--- config.mk ---
export PLATFORM = sky130hd
export DESIGN_NAME = uart_prog_loader
export DESIGN_NICKNAME = d
export VERILOG_FILES = /design/src/rtl/loader_pkg.sv /design/src/rtl/uart_rx.sv /design/src/rtl/uart_prog_loader.sv
export SDC_FILE = /design/constraint.sdc
export NUM_CORES = 1
export LEC_CHECK = 0
export ABC_AREA = 1
export BUFFER_PORTS_ARGS = -buffer_cell sky130_fd_sc_hd__buf_2
export CAP_MARGIN = 20
export CORE_MARGIN = 4
export CORE_UTILIZATION = 50
export DETAILED_ROUTE_END_ITERATION = 10
export PLACE_DENSITY = 0.69
export SETUP_SLACK_MARGIN = 0.5
export SLEW_MARGIN = 20
export SYNTH_ARGS = -nofsm -noshare
export SYNTH_HDL_FRONTEND = slang
export SYNTH_SLANG_ARGS = --single-unit
--- constraint.sdc ---
create_clock -name CLK -period 2.2 [get_ports CLK]
set_input_delay 0.22 -clock CLK [delete_from_list [all_inputs] [get_ports CLK]]
set_output_delay 0.22 -clock CLK [all_outputs]
set_load 0.005 [all_outputs]
--- src/rtl/loader_pkg.sv ---
// Shared definitions for the UART program loader.
// Sync byte, FSM encodings and bit-timing derivation.
package loader_pkg;

  localparam logic [7:0] SYNC_BYTE = 8'hA5;

  typedef enum logic [2:0] {
    ST_IDLE,
    ST_LEN_LO,
    ST_LEN_HI,
    ST_DATA,
    ST_WRITE,
    ST_RESTART,
    ST_ERR
  } state_e;

  typedef enum logic [1:0] {
    RX_IDLE,
    RX_START,
    RX_DATA,
    RX_STOP
  } rx_state_e;

  function automatic int clks_per_bit(
    input int clk_freq,
    input int baud
  );
    return clk_freq / baud;
  endfunction

endpackage

--- src/rtl/uart_rx.sv ---
// 8N1 UART receiver: 2-flop synchronizer, mid-bit sampling,
// one-cycle byte_valid or frame_err per frame.
module uart_rx
  import loader_pkg::*;
#(
  parameter int CPB = 434
) (
  input  logic       clk_i,
  input  logic       rst_i,
  input  logic       rx_i,
  output logic [7:0] rx_data_o,
  output logic       byte_valid_o,
  output logic       frame_err_o
);

  localparam int CW = $clog2(CPB + 1);
  localparam logic [CW-1:0] FULL = CW'(CPB - 1);
  localparam logic [CW-1:0] HALF = CW'(CPB / 2 - 1);

  logic            s1_q, s2_q, prev_q;
  rx_state_e       st_q, st_d;
  logic [CW-1:0]   cnt_q, cnt_d;
  logic [2:0]      bit_q, bit_d;
  logic [7:0]      sh_q, sh_d;
  logic            bv_q, bv_d;
  logic            fe_q, fe_d;
  logic            tick, half;

  assign tick = (cnt_q == FULL);
  assign half = (cnt_q == HALF);

  always_ff @(posedge clk_i) begin
    if (rst_i) begin
      s1_q   <= 1'b1;
      s2_q   <= 1'b1;
      prev_q <= 1'b1;
      st_q   <= RX_IDLE;
      cnt_q  <= '0;
      bit_q  <= '0;
      sh_q   <= '0;
      bv_q   <= 1'b0;
      fe_q   <= 1'b0;
    end else begin
      s1_q   <= rx_i;
      s2_q   <= s1_q;
      prev_q <= s2_q;
      st_q   <= st_d;
      cnt_q  <= cnt_d;
      bit_q  <= bit_d;
      sh_q   <= sh_d;
      bv_q   <= bv_d;
      fe_q   <= fe_d;
    end
  end

  always_comb begin
    st_d  = st_q;
    cnt_d = cnt_q + 1'b1;
    bit_d = bit_q;
    sh_d  = sh_q;
    bv_d  = 1'b0;
    fe_d  = 1'b0;
    unique case (st_q)
      RX_IDLE: begin
        cnt_d = '0;
        if (prev_q && !s2_q) st_d = RX_START;
      end
      RX_START: begin
        // a start bit that is high again at mid-bit is a glitch
        if (half) begin
          cnt_d = '0;
          bit_d = '0;
          st_d  = s2_q ? RX_IDLE : RX_DATA;
        end
      end
      RX_DATA: begin
        if (tick) begin
          cnt_d = '0;
          sh_d  = {s2_q, sh_q[7:1]};
          bit_d = bit_q + 1'b1;
          if (bit_q == 3'd7) st_d = RX_STOP;
        end
      end
      RX_STOP: begin
        if (tick) begin
          cnt_d = '0;
          st_d  = RX_IDLE;
          bv_d  = s2_q;
          fe_d  = !s2_q;
        end
      end
      default: st_d = RX_IDLE;
    endcase
  end

  assign rx_data_o    = sh_q;
  assign byte_valid_o = bv_q;
  assign frame_err_o  = fe_q;

endmodule

--- src/rtl/uart_prog_loader.sv ---
// Boot loader: streams a UART program image into instruction
// memory, stalls the core meanwhile, then pulses core reset.
module uart_prog_loader
  import loader_pkg::*;
#(
  parameter int CLK_FREQ = 50_000_000,
  parameter int BAUD     = 115200,
  parameter int ADDR_W   = 8
) (
  input  logic              CLK,
  input  logic              RESET,
  input  logic              RX,
  output logic              IMEM_WE,
  output logic [ADDR_W-1:0] IMEM_ADDR,
  output logic [31:0]       IMEM_WDATA,
  output logic              CPU_EN,
  output logic              CPU_RESET,
  output logic              BUSY,
  output logic              ERROR
);

  localparam int CPB = clks_per_bit(CLK_FREQ, BAUD);
  localparam logic [16:0] CAP = 17'(1) << ADDR_W;

  logic [7:0] rx_data;
  logic       byte_valid;
  logic       frame_err;

  uart_rx #(
    .CPB(CPB)
  ) u_rx (
    .clk_i       (CLK),
    .rst_i       (RESET),
    .rx_i        (RX),
    .rx_data_o   (rx_data),
    .byte_valid_o(byte_valid),
    .frame_err_o (frame_err)
  );

  state_e            state_q, state_d;
  logic [7:0]        len_lo_q, len_lo_d;
  logic [ADDR_W:0]   len_q, len_d;
  logic [ADDR_W:0]   widx_q, widx_d;
  logic [ADDR_W:0]   widx_inc;
  logic [1:0]        bidx_q, bidx_d;
  logic [23:0]       word_q, word_d;
  logic [ADDR_W-1:0] addr_q, addr_d;
  logic [31:0]       wdata_q, wdata_d;
  logic [15:0]       n;
  logic              sync_hit;

  assign widx_inc = widx_q + 1'b1;
  assign sync_hit = byte_valid && (rx_data == SYNC_BYTE);

  always_ff @(posedge CLK) begin
    if (RESET) begin
      state_q  <= ST_IDLE;
      len_lo_q <= '0;
      len_q    <= '0;
      widx_q   <= '0;
      bidx_q   <= '0;
      word_q   <= '0;
      addr_q   <= '0;
      wdata_q  <= '0;
    end else begin
      state_q  <= state_d;
      len_lo_q <= len_lo_d;
      len_q    <= len_d;
      widx_q   <= widx_d;
      bidx_q   <= bidx_d;
      word_q   <= word_d;
      addr_q   <= addr_d;
      wdata_q  <= wdata_d;
    end
  end

  always_comb begin
    state_d  = state_q;
    len_lo_d = len_lo_q;
    len_d    = len_q;
    widx_d   = widx_q;
    bidx_d   = bidx_q;
    word_d   = word_q;
    addr_d   = addr_q;
    wdata_d  = wdata_q;
    n        = {rx_data, len_lo_q};
    unique case (state_q)
      ST_IDLE: begin
        if (sync_hit) state_d = ST_LEN_LO;
      end
      ST_LEN_LO: begin
        if (frame_err) begin
          state_d = ST_ERR;
        end else if (byte_valid) begin
          len_lo_d = rx_data;
          state_d  = ST_LEN_HI;
        end
      end
      ST_LEN_HI: begin
        if (frame_err) begin
          state_d = ST_ERR;
        end else if (byte_valid) begin
          if (n == 16'd0) begin
            state_d = ST_RESTART;
          end else if ({1'b0, n} > CAP) begin
            state_d = ST_ERR;
          end else begin
            len_d   = n[ADDR_W:0];
            widx_d  = '0;
            bidx_d  = '0;
            state_d = ST_DATA;
          end
        end
      end
      ST_DATA: begin
        if (frame_err) begin
          state_d = ST_ERR;
        end else if (byte_valid) begin
          bidx_d = bidx_q + 1'b1;
          unique case (bidx_q)
            2'd0: word_d[7:0]   = rx_data;
            2'd1: word_d[15:8]  = rx_data;
            2'd2: word_d[23:16] = rx_data;
            2'd3: begin
              addr_d  = widx_q[ADDR_W-1:0];
              wdata_d = {rx_data, word_q};
              state_d = ST_WRITE;
            end
            default: ;
          endcase
        end
      end
      ST_WRITE: begin
        widx_d  = widx_inc;
        state_d = (widx_inc == len_q) ? ST_RESTART : ST_DATA;
      end
      ST_RESTART: state_d = ST_IDLE;
      ST_ERR: begin
        if (sync_hit) state_d = ST_LEN_LO;
      end
      default: state_d = ST_IDLE;
    endcase
  end

  // outputs decode straight from the registered state
  assign IMEM_WE    = (state_q == ST_WRITE);
  assign IMEM_ADDR  = addr_q;
  assign IMEM_WDATA = wdata_q;
  assign CPU_EN     = (state_q == ST_IDLE);
  assign CPU_RESET  = (state_q == ST_RESTART);
  assign ERROR      = (state_q == ST_ERR);
  assign BUSY       = !(state_q == ST_IDLE || state_q == ST_ERR);

endmodule

==> results of run 1 <==
## final cells by class
| type | count | area share, % |
|---|---|---|
| multi-input combinational | 441 | 36.30 |
| sequential | 122 | 35.49 |
| timing repair buffer | 84 | 9.682 |
| clock buffer | 22 | 6.646 |
| inverter | 105 | 5.946 |
| clock inverter | 10 | 3.377 |
| tap | 136 | 2.443 |
| timing repair inverter | 1 | 0.1078 |
## repair_timing
item | in CTS | in global routing
buffers inserted | 4 | 11
hold buffers | 1 | 0
resized for setup | 20 | 123
pin swaps | 3 | 16
endpoints found under the setup margin | 84 | 119
hold endpoints to repair | 1 | 0
gates cloned | 1 | 12
## layout by cell type (no fill, tap or decap), types with 13 or more instances in the layout
master,n
sky130_fd_sc_hd__a21oi_1,95
sky130_fd_sc_hd__a21oi_2,18
sky130_fd_sc_hd__buf_2,47
sky130_fd_sc_hd__buf_4,21
sky130_fd_sc_hd__clkbuf_16,21
sky130_fd_sc_hd__dfxtp_1,108
sky130_fd_sc_hd__ha_1,13
sky130_fd_sc_hd__inv_1,90
sky130_fd_sc_hd__nand2_1,95
sky130_fd_sc_hd__nand3_1,42
sky130_fd_sc_hd__nand4_1,13
sky130_fd_sc_hd__nor2_1,20
sky130_fd_sc_hd__o21ai_0,38
sky130_fd_sc_hd__o21ai_1,29
## routing by layer
layer,share of wire (%),track usage [%],vias up
met1,42,26.62,2315
li1,-,-,2464
met2,48,31.88,183
met5,0,0,-
met4,2.8,5.911,0
met3,6.6,6.575,38
## flip-flops by register name, indices dropped and copies added (netlist names), 2 cells and up, named ones only
name	flops
u_rx.cnt_q	9
u_rx.bit_q	3
len_q	9
bidx_q	2
u_rx.rx_data_o	8
IMEM_WDATA	32
word_q	24
IMEM_ADDR	8
len_lo_q	8
widx_q	9
state_q	3
## final timing paths
check	startpoint	slack [ns]	cells after the start	end
max reg2reg	state_q[0]$_SDFFE_PP0P_	0.43	9	IMEM_WDATA[11]$_SDFFE_PP0P_
min	RESET	0.12	3	u_rx.prev_q$_SDFF_PP1_
min reg2reg	u_rx.s1_q$_SDFF_PP1_	0.41	1	u_rx.s2_q$_SDFF_PP1_
max	state_q[0]$_SDFFE_PP0P_	0.43	9	IMEM_WDATA[11]$_SDFFE_PP0P_
## through the flow
| stage | setup WS (ns) | power, mW | utilization (%) |
|---|---|---|---|
| finish | 0.4276 | 5.936 | 67.77 |
| global route | 0.3531 | 6.084 | 67.77 |
| CTS | 0.4663 | 5.856 | 62.43 |
| detailed placement | 0.3376 | 2.584 | 54.53 |
| global placement | 0.3639 | 2.578 | 54.53 |
| floorplan | 0.5856 | 2.508 | - |
## kinds of logic (layout without fill, tap and decap cells)
logic type,count (synthesis),after routing,share of synthesized area (%)
and+or+nand+nor,218,221,19.04
AOI/OAI and AO/OA,200,200,19.70
buffers and inverters,136,222,10.41
DFF,122,122,46.51
adders and majority gates,14,14,3.336
xor gates and xnor gates,6,6,1.001
## tightest hold or removal path, cell delays in order
cell,delay (ns)
sky130_fd_sc_hd__buf_2,0.12
sky130_fd_sc_hd__inv_1,0.14
sky130_fd_sc_hd__nand2_1,0.13
## where the power goes
part           leakage (nW)  internal (mW)  switching [mW]  total (mW)
Combinational          1.43          0.141           0.243       0.385
Sequential            0.992           2.23          0.0275        2.26
Clock                 0.336           2.28            1.01        3.29
Total                  2.76           4.65            1.28        5.94
==> Implementation_results.wiki, run 1 <==
{| class="wikitable"
! Metric !! Value
|-
| Commonest cells in the synthesized netlist || sky130_fd_sc_hd__dfxtp_1, sky130_fd_sc_hd__a21oi_1, sky130_fd_sc_hd__nand2_1
|-
| Detailed placement HPWL || 8044 um
|-
| Slowest stage cell, crit path || sky130_fd_sc_hd__dfxtp_4
|-
| Via count || 5000
|-
| Worst setup path category || flip-flop to flip-flop
|-
| Number of max-slew violations in the final report || 0
|-
| Sequential share of the synthesized area || between 40% and 50%
|-
| Number of cells in the design after placement || 860
|-
| Maximum number of pins on one net before global-route repair || 72
|-
| Final min period || 1.772 ns
|-
| Clock H-tree levels || 4
|-
| Effective utilization at floorplan || 51.10%
|-
| Family of cells with the greatest summed delay on the critical path || buffers and inverters
|-
| Synth async-reset ratio || 0%
|-
| Yosys warning total || 0
|-
| Signed area change from the synthesized netlist to the final layout || 32.64%
|-
| DR DRC count || 0
|-
| Worst Hold Class || input pin to flip-flop
|-
| Static leakage || 2.758 nW
|-
| Result of the run || completed
|-
| Floorplan die area || ~12000 sq um
|-
| Worst Setup End Kind || flip-flop
|-
| Worst Skew || around 0.0073 ns
|-
| Final hold vios || 0
|-
| Cell area after technology mapping || roughly 5300 sq um
|-
| Rows || 37
|-
| Storage element area || 2472 sq um
|-
| Ranking of synthesized cells by area || sky130_fd_sc_hd__dfxtp_1, sky130_fd_sc_hd__a21oi_1, sky130_fd_sc_hd__nand2_1
|-
| Timing-limited maximum frequency || 564.2 MHz
|-
| Post-Layout Inst Area || 6965 sq um
|-
| Number of buffers added by the clock tree synthesis step || 17
|-
| Worst Tran Pin Value || 0.6395 ns
|-
| GPL Wtd Cong || 0.8480
|-
| Worst-skew pair later-pin latency || 0.52 ns
|-
| Synthesized net count || between 700 and 800
|-
| Post-synth top area share || 46.51%
|-
| Post-synthesis instance total || 696
|-
| Crit path largest cell delay || 0.38 ns
|-
| Number of global-route vias before repair || 4282
|-
| Kind of launch point of the worst setup path || flip-flop
|-
| Number of port buffers || between 40 and 50
|-
| Post-Place Cell Area || 5604 sq um
|-
| Largest area contributor in the synthesized netlist || sky130_fd_sc_hd__dfxtp_1
|-
| Most common cell in the netlist || sky130_fd_sc_hd__dfxtp_1
|-
| Chip Height || between 100 and 150 um
|-
| Ant diodes || 0
|-
| Highest fanout seen on the critical path || 8
|-
| Worst Path Buf+Inv || 4
|-
| Clock Pin Slew Worst Setup and Hold Paths || around 0.060 ns
|-
| Worst IR Drop VDD || 0.6290 mV
|-
| Max Buffers Root-to-Sink || 2
|-
| TritonCTS clock tree || done
|-
| Share of cells above drive strength 1 || 26.88%
|-
| Setup repair after global routing missed its margin || true
|-
| Worst hold slack across all endpoints || around 0.12 ns
|-
| First-pass GRT wire length || between 20000 and 25000 um
|-
| Maximum capacitance violations || 0
|-
| Nets || 789
|-
| Main synth FF type || sky130_fd_sc_hd__dfxtp_1
|-
| Area used by multi-input combinational logic || 2529 sq um
|-
| Root buf cell || sky130_fd_sc_hd__clkbuf_8
|-
| Flops & latches, synth || 122
|-
| Overall track demand over capacity in global routing || 20.24%
|-
| Final setup violation count || 0
|-
| Critical path required time || 2.61 ns
|-
| Layout Cells excl Fill || between 900 and 1000
|-
| Count of cell types in the netlist || 39
|-
| Number of DRC violations after detailed-routing iteration 0 || 412
|-
| Sink Count || around 120
|-
| Horizontal die dimension || 110.5 um
|-
| Pwr per Cell Area || 852.2 nW/um^2
|-
| Core box area || just over 10000 sq um
|-
| Worst-case headroom to the max-slew limit || 57.36%
|-
| IO Count || 48
|-
| Global-route congestion overflow total || 0
|-
| First drt pass iteration count || 6
|-
| Crit path DAT || 2.18 ns
|-
| CP cell instances || inv_4 > buf_4 > nor2_4 > inv_2 > nor2_4 > nand3_4 > clkbuf_16 > o21ai_0 > a21oi_2
|-
| Number of enable flip-flop cells after synthesis || 0
|-
| Post-detailed-route wirelength per cell || roughly 16 um
|-
| Remaining number of nets flagged by the antenna check after routing || 0
|-
| Synthesized area per cell || 7.545 sq um
|-
| Per-cell via count in the routed design || between 5 and 6
|-
| Initial antenna violation count || 0
|-
| Detailed-route wire length || 14570 um
|-
| Fin Setup TNS || 0 ns
|-
| Number of filler cells placed in the layout || just over 800
|-
| Fraction of the cycle the final worst path needs || about four fifths
|-
| Library cell appearing most often on the critical path || sky130_fd_sc_hd__nor2_4
|}
Note: power is estimated with default switching activity, not from simulation.
==> run 2, diff against run 1 <==
Settings changed: ABC_AREA 1 to 0.
Clock period 2.2 ns to 1.8 ns, I/O delays scaled along.
==> run 2 against run 1 <==
The run now ends with setup timing left. Non-clock buffer count increased by 83. Critical path depth shrank 1. Setup slack worse by 0.89 ns. Combinational power rose to 3.0 times the previous value. Sequential cell count unchanged. Clock-buffer cell count down 2. Via count is 19% higher. First-iteration DRC count rose by 61%. Total power up 25%. Critical path type unchanged.
==> Implementation_results.wiki, run 2 <==
{| class="wikitable"
! Metric !! Value
|-
| Area used by multi-input combinational logic || 3869 sq um (+53%)
|-
| Post-Synth Adder-Cell Area || 3.248% (-0.088 points)
|-
| Sequential share of the synthesized area || 45.28% (-1.2 points)
|-
| Most common cell after layout, fill and taps aside || sky130_fd_sc_hd__dfxtp_1
|-
| Number of enable flip-flop cells after synthesis || 0 (unchanged)
|-
| Xor/xnor cell area share of the yosys netlist || 2.923% (+1.9 points)
|-
| Floorplan die area || 12510 sq um (+2.5%)
|-
| First-pass GRT wire length || 28780 um (+40%)
|-
| Ant diodes || 0 (unchanged)
|-
| Overall track demand over capacity in global routing || 28.77% (+8.5 points)
|-
| Number of global-route vias before repair || 5432 (+27%)
|-
| Final hold vios || 0 (unchanged)
|-
| Worst-skew pair later-pin latency || 0.52 ns (about the same)
|-
| Max reg flops || 32 (unchanged)
|-
| Final setup violation count || 33 (+33)
|-
| Worst IR Drop VDD || 0.5856 mV (-6.9%)
|-
| Synthesized net count || 645 (-9.5%)
|-
| Fraction of the cycle the final worst path needs || 125.5% (+45 points)
|-
| Top library cells by usage in the layout, fill and taps aside || sky130_fd_sc_hd__dfxtp_1, sky130_fd_sc_hd__buf_4, sky130_fd_sc_hd__a21oi_2, sky130_fd_sc_hd__nand2_4, sky130_fd_sc_hd__nand2_1
|-
| Result of the run || finished with violations
|-
| DR DRC count || 0 (unchanged)
|-
| Number of DRC violations after detailed-routing iteration 0 || 664 (+61%)
|-
| Highest layer used for signal routing || met4
|-
| Ranking of synthesized cells by area || sky130_fd_sc_hd__dfxtp_1, sky130_fd_sc_hd__nand2_1, sky130_fd_sc_hd__a21oi_1
|-
| Storage element area || 2469 sq um (-0.15%)
|-
| Worst Setup End Kind || flip-flop
|-
| Post-Layout Inst Area || 8745 sq um (+26%)
|-
| Rows || 37 (unchanged)
|-
| IO Count || 48 (unchanged)
|-
| Total met2 wirelength after detailed routing || 10720 um (+53%)
|-
| Timing-limited maximum frequency || 442.8 MHz (-22%)
|-
| Commonest cells in the synthesized netlist || sky130_fd_sc_hd__nand2_1, sky130_fd_sc_hd__dfxtp_1, sky130_fd_sc_hd__a21oi_1
|-
| Post-synthesis instance total || 628 (-9.8%)
|-
| Static leakage || 3.760 nW (+36%)
|-
| Global-route congestion overflow total || 0 (unchanged)
|-
| Flops & latches, synth || 122 (unchanged)
|-
| Effective utilization at floorplan || 51.78% (+0.69 points)
|-
| Largest area contributor in the synthesized netlist || sky130_fd_sc_hd__dfxtp_1
|-
| TritonCTS clock tree || done
|-
| Count of cell types in the netlist || 68 (+74%)
|-
| Kind of launch point of the worst setup path || flip-flop
|-
| Length in cells of the worst reg-to-reg path || 8 (-1)
|-
| Worst-case headroom to the max-slew limit || 56.24% (-1.1 points)
|-
| Main synth FF type || sky130_fd_sc_hd__dfxtp_1
|-
| Number of max-slew violations in the final report || 0 (unchanged)
|-
| Number of cells in the design after placement || 822 (-4.4%)
|-
| Number of buffers added by the clock tree synthesis step || 17 (unchanged)
|-
| Number of port buffers || 47 (unchanged)
|-
| Layout Cells excl Fill || 918 (-0.33%)
|-
| Worst Slack Setup Final || -0.4584 ns (-0.8860 ns)
|-
| Routed metal-1 wire length || 8231 um (+33%)
|-
| Chip Height || 111.9 um (+1.3%)
|-
| Share of cells above drive strength 1 || 56.52% (+30 points)
|-
| Nets || 786 (-0.38%)
|-
| Number of filler cells placed in the layout || 485 (-40%)
|-
| Via count || 5926 (+19%)
|-
| Final min period || 2.258 ns (+0.4860 ns)
|-
| Detailed-route wire length || 22870 um (+57%)
|-
| Cell area after technology mapping || 5394 sq um (+2.7%)
|-
| Simple-Gate Fraction of Synth Area || 24.40% (+5.4 points)
|-
| Final design utilization || 83.95% (+16 points)
|-
| Synthesized area per cell || 8.589 sq um (+14%)
|-
| Length of routed met3 wiring || 2289 um (+140%)
|-
| Clock Pin Slew Worst Setup and Hold Paths || 0.07 ns (about the same)
|-
| Clock H-tree levels || 4 (unchanged)
|-
| Post-detailed-route wirelength per cell || 24.91 um (+57%)
|-
| Highest fanout seen on the critical path || 3 (-5)
|-
| Per-cell via count in the routed design || 6.455 (+19%)
|-
| Fraction of synthesized area in multiplexers || 5.010% (+5.0 points)
|-
| Complex-gate fraction of the synthesized area || 13.41% (-6.3 points)
|-
| Crit path DAT || 2.63 ns (+0.45 ns)
|-
| Critical path required time || 2.18 ns (-0.43 ns)
|-
| Worst Tran Pin Value || 0.6564 ns (+0.01685 ns)
|-
| Detailed placement HPWL || 8708 um (+8.2%)
|-
| Worst Skew || 0.01105 ns (+0.003751 ns)
|-
| Synth async-reset ratio || 0% (unchanged)
|-
| Worst setup path category || flip-flop to flip-flop
|-
| Initial antenna violation count || 0 (unchanged)
|-
| Horizontal die dimension || 111.9 um (+1.3%)
|-
| Signed area change from the synthesized netlist to the final layout || 62.12%
|-
| Number of cells on the worst hold path || 2 (-1)
|-
| Post-synth top area share || 45.28% (-1.2 points)
|-
| Setup repair after global routing missed its margin || true
|-
| Yosys warning total || 0 (unchanged)
|-
| Post-Place Cell Area || 6126 sq um (+9.3%)
|-
| Failing checks || setup timing
|-
| Maximum number of pins on one net before global-route repair || 44 (-39%)
|-
| Remaining number of nets flagged by the antenna check after routing || 0 (unchanged)
|-
| Most common cell in the netlist || sky130_fd_sc_hd__nand2_1
|-
| Max Buffers Root-to-Sink || 2 (unchanged)
|-
| Sink Count || 122 (unchanged)
|-
| GPL Wtd Cong || 0.8512 (+0.38%)
|-
| Root buf cell || sky130_fd_sc_hd__clkbuf_8
|-
| Worst Hold Class || input pin to flip-flop
|-
| Pwr per Cell Area || 846.4 nW/um^2 (-0.68%)
|-
| Dominant combinational cell family by area after synthesis || simple AND/OR/NAND/NOR gates
|-
| Maximum capacitance violations || 0 (unchanged)
|-
| First drt pass iteration count || 6 (unchanged)
|-
| Core box area || 10420 sq um (+1.4%)
|}
==> run 2: cell count changes after synthesis, sizes merged, moves of 11 or more <==
cell and change:
nor2 +24, nand4 -13, mux2i +27, a21oi -34, nand2 +20, clkbuf +11
nand3 -15, inv -92, o21ai -70
==> run 2: critical path, stage by stage (launching register included) <==
cell                        delay (ns)
sky130_fd_sc_hd__dfxtp_1          0.31
sky130_fd_sc_hd__or4_4            0.56
sky130_fd_sc_hd__buf_4            0.16
sky130_fd_sc_hd__buf_4            0.14
sky130_fd_sc_hd__nor4_4           0.24
sky130_fd_sc_hd__buf_4            0.20
sky130_fd_sc_hd__o211ai_1         0.10
sky130_fd_sc_hd__a32oi_1          0.29
sky130_fd_sc_hd__o2bb2ai_1        0.11
==> run 2: repair_timing <==
item,in CTS,in global routing
endpoints found under the setup margin,124,124
endpoints found under the hold margin,1,0
buffers inserted,27,22
gates resized for setup,167,175
cloned,11,3
hold buffers,1,0
pin swaps,46,105
==> run 2: through the flow <==
stage | setup slack [ns] | hold WS [ns] | total power [mW] | setup TNS [ns]
final | -0.4584 | 0.1213 | 7.401 | -7.546
after global routing | -0.5221 | 0.1230 | 7.539 | -9.890
after CTS | -0.1690 | 0.07584 | 6.972 | -2.885
after detailed placement | -0.1742 | 0.3662 | 3.483 | -2.764
after global placement | -0.09075 | 0.3645 | 3.468 | -1.397
after floorplan | -0.1049 | 0.2838 | 3.296 | -0.9442
==> run 2: area by class of cell <==
class	count	area share, %
Multi-Input combinational cell	450	44.24
Sequential cell	122	28.23
Timing Repair Buffer	167	18.39
Clock buffer	20	5.208
Tap cell	136	1.946
Clock inverter	12	1.474
Inverter	11	0.5151
==> run 2: layer usage <==
layer | global-route usage [%] | vias up
li1 | - | 2442
met1 | 34.91 | 2831
met2 | 47.96 | 475
met3 | 5.707 | 178
met4 | 15.49 | 0
met5 | 0 | -
==> run 2: logic make-up after synthesis <==
logic type / Yosys count
AOI/OAI and AO/OA: 117
xor gates and xnor gates: 18
adders and majority gates: 14
buffers and inverters: 57
DFF: 122
muxes: 27
and+or+nand+nor: 273
==> run 2: where the power goes <==
part	total, mW	internal [mW]	switching, mW
logic	1.17	0.542	0.632
clock network	3.43	1.99	1.44
registers	2.79	2.74	0.0551
==> run 2: final timing paths <==
| kind | from | to | slack [ns] |
|---|---|---|---|
| max | u_rx.rx_data_o[4]$_SDFFE_PP0P_ | state_q[2]$_SDFFE_PP0P_ | -0.46 |
| min | RESET | u_rx.rx_data_o[3]$_SDFFE_PP0P_ | 0.12 |
| max reg2reg | u_rx.rx_data_o[4]$_SDFFE_PP0P_ | state_q[2]$_SDFFE_PP0P_ | -0.46 |
| min reg2reg | u_rx.s1_q$_SDFF_PP1_ | u_rx.s2_q$_SDFF_PP1_ | 0.41 |
==> run 3, diff against run 2 <==
Settings changed: RECOVER_POWER set to 25.
==> run 3 against run 2 <==
The flow still finishes with violations (setup timing). Total power about the same. Cell count unchanged. Maximum frequency down 0.18%. Sequential cell count unchanged. Core utilization down 0.20 points. Clock power about the same. Largest cell class unchanged. Via count about the same. Largest power group unchanged. Worst hold slack about the same. Global-route usage unchanged. Highest routed layer unchanged. Register-to-register slack about the same. Combinational power about the same. Clock-buffer cell count unchanged.
==> Implementation_results.wiki, run 3 (same netlist as run 2, synthesis figures left out) <==
{| class="wikitable"
! Metric !! Value
|-
| Number of max-slew violations in the final report || 0 (unchanged)
|-
| Final min period || 2.263 ns (+0.004080 ns)
|-
| Via count || 5921 (-0.084%)
|-
| Worst-skew pair later-pin latency || 0.53 ns (about the same)
|-
| Maximum number of pins on one net before global-route repair || 44 (unchanged)
|-
| Setup repair after global routing missed its margin || true
|-
| Global-route congestion overflow total || 0 (unchanged)
|-
| Top library cells by usage in the layout, fill and taps aside || sky130_fd_sc_hd__dfxtp_1, sky130_fd_sc_hd__buf_4, sky130_fd_sc_hd__a21oi_2, sky130_fd_sc_hd__nand2_4, sky130_fd_sc_hd__nand2_1
|-
| Length in cells of the worst reg-to-reg path || 8 (unchanged)
|-
| Critical path required time || 2.18 ns (about the same)
|-
| Part of the power in registers || 37.8% (about the same)
|-
| Detailed placement HPWL || 8708 um (unchanged)
|-
| IO Count || 48 (unchanged)
|-
| Library cell appearing most often on the critical path || sky130_fd_sc_hd__buf_4
|-
| Result of the run || finished with violations
|-
| Sink Count || 122 (unchanged)
|-
| Number of buffers added by the clock tree synthesis step || 17 (unchanged)
|-
| Post-detailed-route wirelength per cell || 24.92 um (about the same)
|-
| Crit path DAT || 2.64 ns (about the same)
|-
| Chip Height || 111.9 um (unchanged)
|-
| Highest fanout seen on the critical path || 3 (unchanged)
|-
| Switching portion of total power || 28.77% (about the same)
|-
| Clock H-tree levels || 4 (unchanged)
|-
| Failing checks || setup timing
|-
| Maximum capacitance violations || 0 (unchanged)
|-
| Number of cells on the worst hold path || 2 (unchanged)
|-
| Worst hold slack across all endpoints || 0.1213 ns (-0.000004000 ns)
|-
| Worst Hold Class || input pin to flip-flop
|-
| Worst setup path category || flip-flop to flip-flop
|-
| Max reg flops || 32 (unchanged)
|-
| Floorplan die area || 12510 sq um (unchanged)
|-
| Combinational cell fraction of total power || 15.8% (about the same)
|-
| First-pass GRT wire length || 28780 um (unchanged)
|-
| Worst IR Drop VDD || 0.5838 mV (-0.30%)
|-
| Horizontal die dimension || 111.9 um (unchanged)
|-
| Reg-to-Reg Start || u_rx.rx_data_o[4]$_SDFFE_PP0P_
|-
| DR DRC count || 0 (unchanged)
|-
| Worst Path Buf+Inv || 3 (unchanged)
|-
| Kind of launch point of the worst setup path || flip-flop
|-
| Root buf cell || sky130_fd_sc_hd__clkbuf_8
|-
| Area used by multi-input combinational logic || 3869 sq um (unchanged)
|-
| Crit path largest cell delay || 0.56 ns (about the same)
|-
| Worst hold endpoint || u_rx.rx_data_o[3]$_SDFFE_PP0P_
|-
| Number of port buffers || 47 (unchanged)
|-
| Clock power share || 46.4% (about the same)
|-
| Max Buffers Root-to-Sink || 2 (unchanged)
|-
| Worst Skew || 0.01223 ns (+0.001185 ns)
|-
| Share of cells above drive strength 1 || 54.35% (-2.2 points)
|-
| Family of cells with the greatest summed delay on the critical path || simple AND/OR/NAND/NOR gates
|-
| Destination of the worst register-to-register timing path || state_q[2]$_SDFFE_PP0P_
|-
| Final setup violation count || 35 (+6.1%)
|-
| Number of DRC violations after detailed-routing iteration 0 || 664 (unchanged)
|-
| Detailed-route wire length || 22870 um (about the same)
|-
| Clock Pin Slew Worst Setup and Hold Paths || 0.07 ns (about the same)
|-
| Remaining number of nets flagged by the antenna check after routing || 0 (unchanged)
|-
| Core box area || 10420 sq um (unchanged)
|-
| Slowest stage cell, crit path || sky130_fd_sc_hd__or4_4
|-
| Overall track demand over capacity in global routing || 28.77% (unchanged)
|-
| Signed area change from the synthesized netlist to the final layout || 61.73%
|-
| CP cell instances || or4_4 > buf_4 > buf_4 > nor4_4 > buf_4 > o211ai_1 > a32oi_1 > o2bb2ai_1
|-
| Worst Tran Pin Value || 0.6326 ns (-0.02377 ns)
|-
| Flop2flop setup slack || -0.46 ns (about the same)
|-
| Internal power contribution || 5.270 mW (about the same)
|-
| First drt pass iteration count || 6 (unchanged)
|-
| Per-cell via count in the routed design || 6.450 (about the same)
|-
| Ant diodes || 0 (unchanged)
|-
| Worst Slack Setup Final || -0.4625 ns (-0.004080 ns)
|-
| Timing-limited maximum frequency || 442.0 MHz (-0.18%)
|-
| TritonCTS clock tree || done
|-
| Initial antenna violation count || 0 (unchanged)
|-
| Number of global-route vias before repair || 5432 (unchanged)
|-
| Number of filler cells placed in the layout || 498 (+2.7%)
|-
| Worst Setup End Kind || flip-flop
|-
| Worst-case headroom to the max-slew limit || 57.82% (+1.6 points)
|-
| Pwr per Cell Area || 848.2 nW/um^2 (+0.21%)
|-
| Most common cell after layout, fill and taps aside || sky130_fd_sc_hd__dfxtp_1
|-
| Fraction of the cycle the final worst path needs || 125.7% (+0.23 points)
|-
| Effective utilization at floorplan || 51.78% (unchanged)
|-
| Static leakage || 3.685 nW (-2.0%)
|-
| Final hold vios || 0 (unchanged)
|-
| Final design utilization || 83.75% (-0.20 points)
|-
| Net switching power of the design || 2.129 mW (-0.12%)
|-
| Source of the worst hold timing path || RESET
|-
| Nets || 786 (unchanged)
|-
| GPL Wtd Cong || 0.8512 (unchanged)
|-
| Rows || 37 (unchanged)
|-
| Storage element area || 2469 sq um (unchanged)
|}
[run 3: cell count changes in the layout (fill, tap and decap cells not counted), sizes merged]
cell,change
buf,-16
clkbuf,+16
[run 3: repair_timing]
| item | CTS | global route |
|---|---|---|
| resized for setup | 167 | 175 |
| setup endpoints to repair | 124 | 124 |
| buffers inserted | 27 | 22 |
| pin swaps | 46 | 105 |
| hold buffers | 1 | 0 |
| gates cloned | 11 | 3 |
| hold endpoints to repair | 1 | 0 |
[run 3: power groups by stage]
stage	logic, mW	clock network [mW]	registers [mW]
after detailed placement	0.645	0	2.84
after CTS	0.823	3.35	2.80
after floorplan	0.477	0	2.82
after global placement	0.631	0	2.84
final	1.17	3.43	2.80
after global routing	1.21	3.54	2.79
[run 3: area by class of cell]
type,count,share of cell area [%]
clock buffers,20,5.221
clock inverters,12,1.477
inverters,11,0.5164
multi-input cells,450,44.35
flip-flops and latches,122,28.30
well taps,136,1.951
repair buffers,167,18.19
[run 3: worst max path at each step]
stage / startpoint / slack (ns) / end / cells past startpoint
final: u_rx.rx_data_o[4]$_SDFFE_PP0P_ / -0.46 / state_q[2]$_SDFFE_PP0P_ / 8
after global routing: u_rx.rx_data_o[4]$_SDFFE_PP0P_ / -0.52 / state_q[2]$_SDFFE_PP0P_ / 8
after CTS: len_lo_q[4]$_SDFFE_PP0P_ / -0.17 / widx_q[4]$_SDFFE_PP0P_ / 5
after detailed placement: len_lo_q[4]$_SDFFE_PP0P_ / -0.17 / len_q[2]$_SDFFE_PP0P_ / 7
after global placement: len_lo_q[4]$_SDFFE_PP0P_ / -0.09 / widx_q[7]$_SDFFE_PP0P_ / 5
after floorplan: u_rx.rx_data_o[4]$_SDFFE_PP0P_ / -0.10 / state_q[0]$_SDFFE_PP0P_ / 6
[run 3: through the flow]
stage	setup slack, ns	power (mW)	setup TNS [ns]	cell area, sq um	cells
global route	-0.5221	7.539	-9.890	8723	918
global placement	-0.09075	3.468	-1.397	6126	822
CTS	-0.1690	6.972	-2.885	7792	893
floorplan	-0.1049	3.296	-0.9442	5620	628
detailed placement	-0.1742	3.483	-2.764	6126	822
finish	-0.4625	7.399	-7.757	8723	918
[run 3: routing by layer]
metal	routed length [um]	vias up	GRT usage, %
li1	-	2442	-
met1	8202	2815	34.91
met2	10710	497	47.96
met3	2329	167	5.707
met4	1629	0	15.49
met5	0	-	0
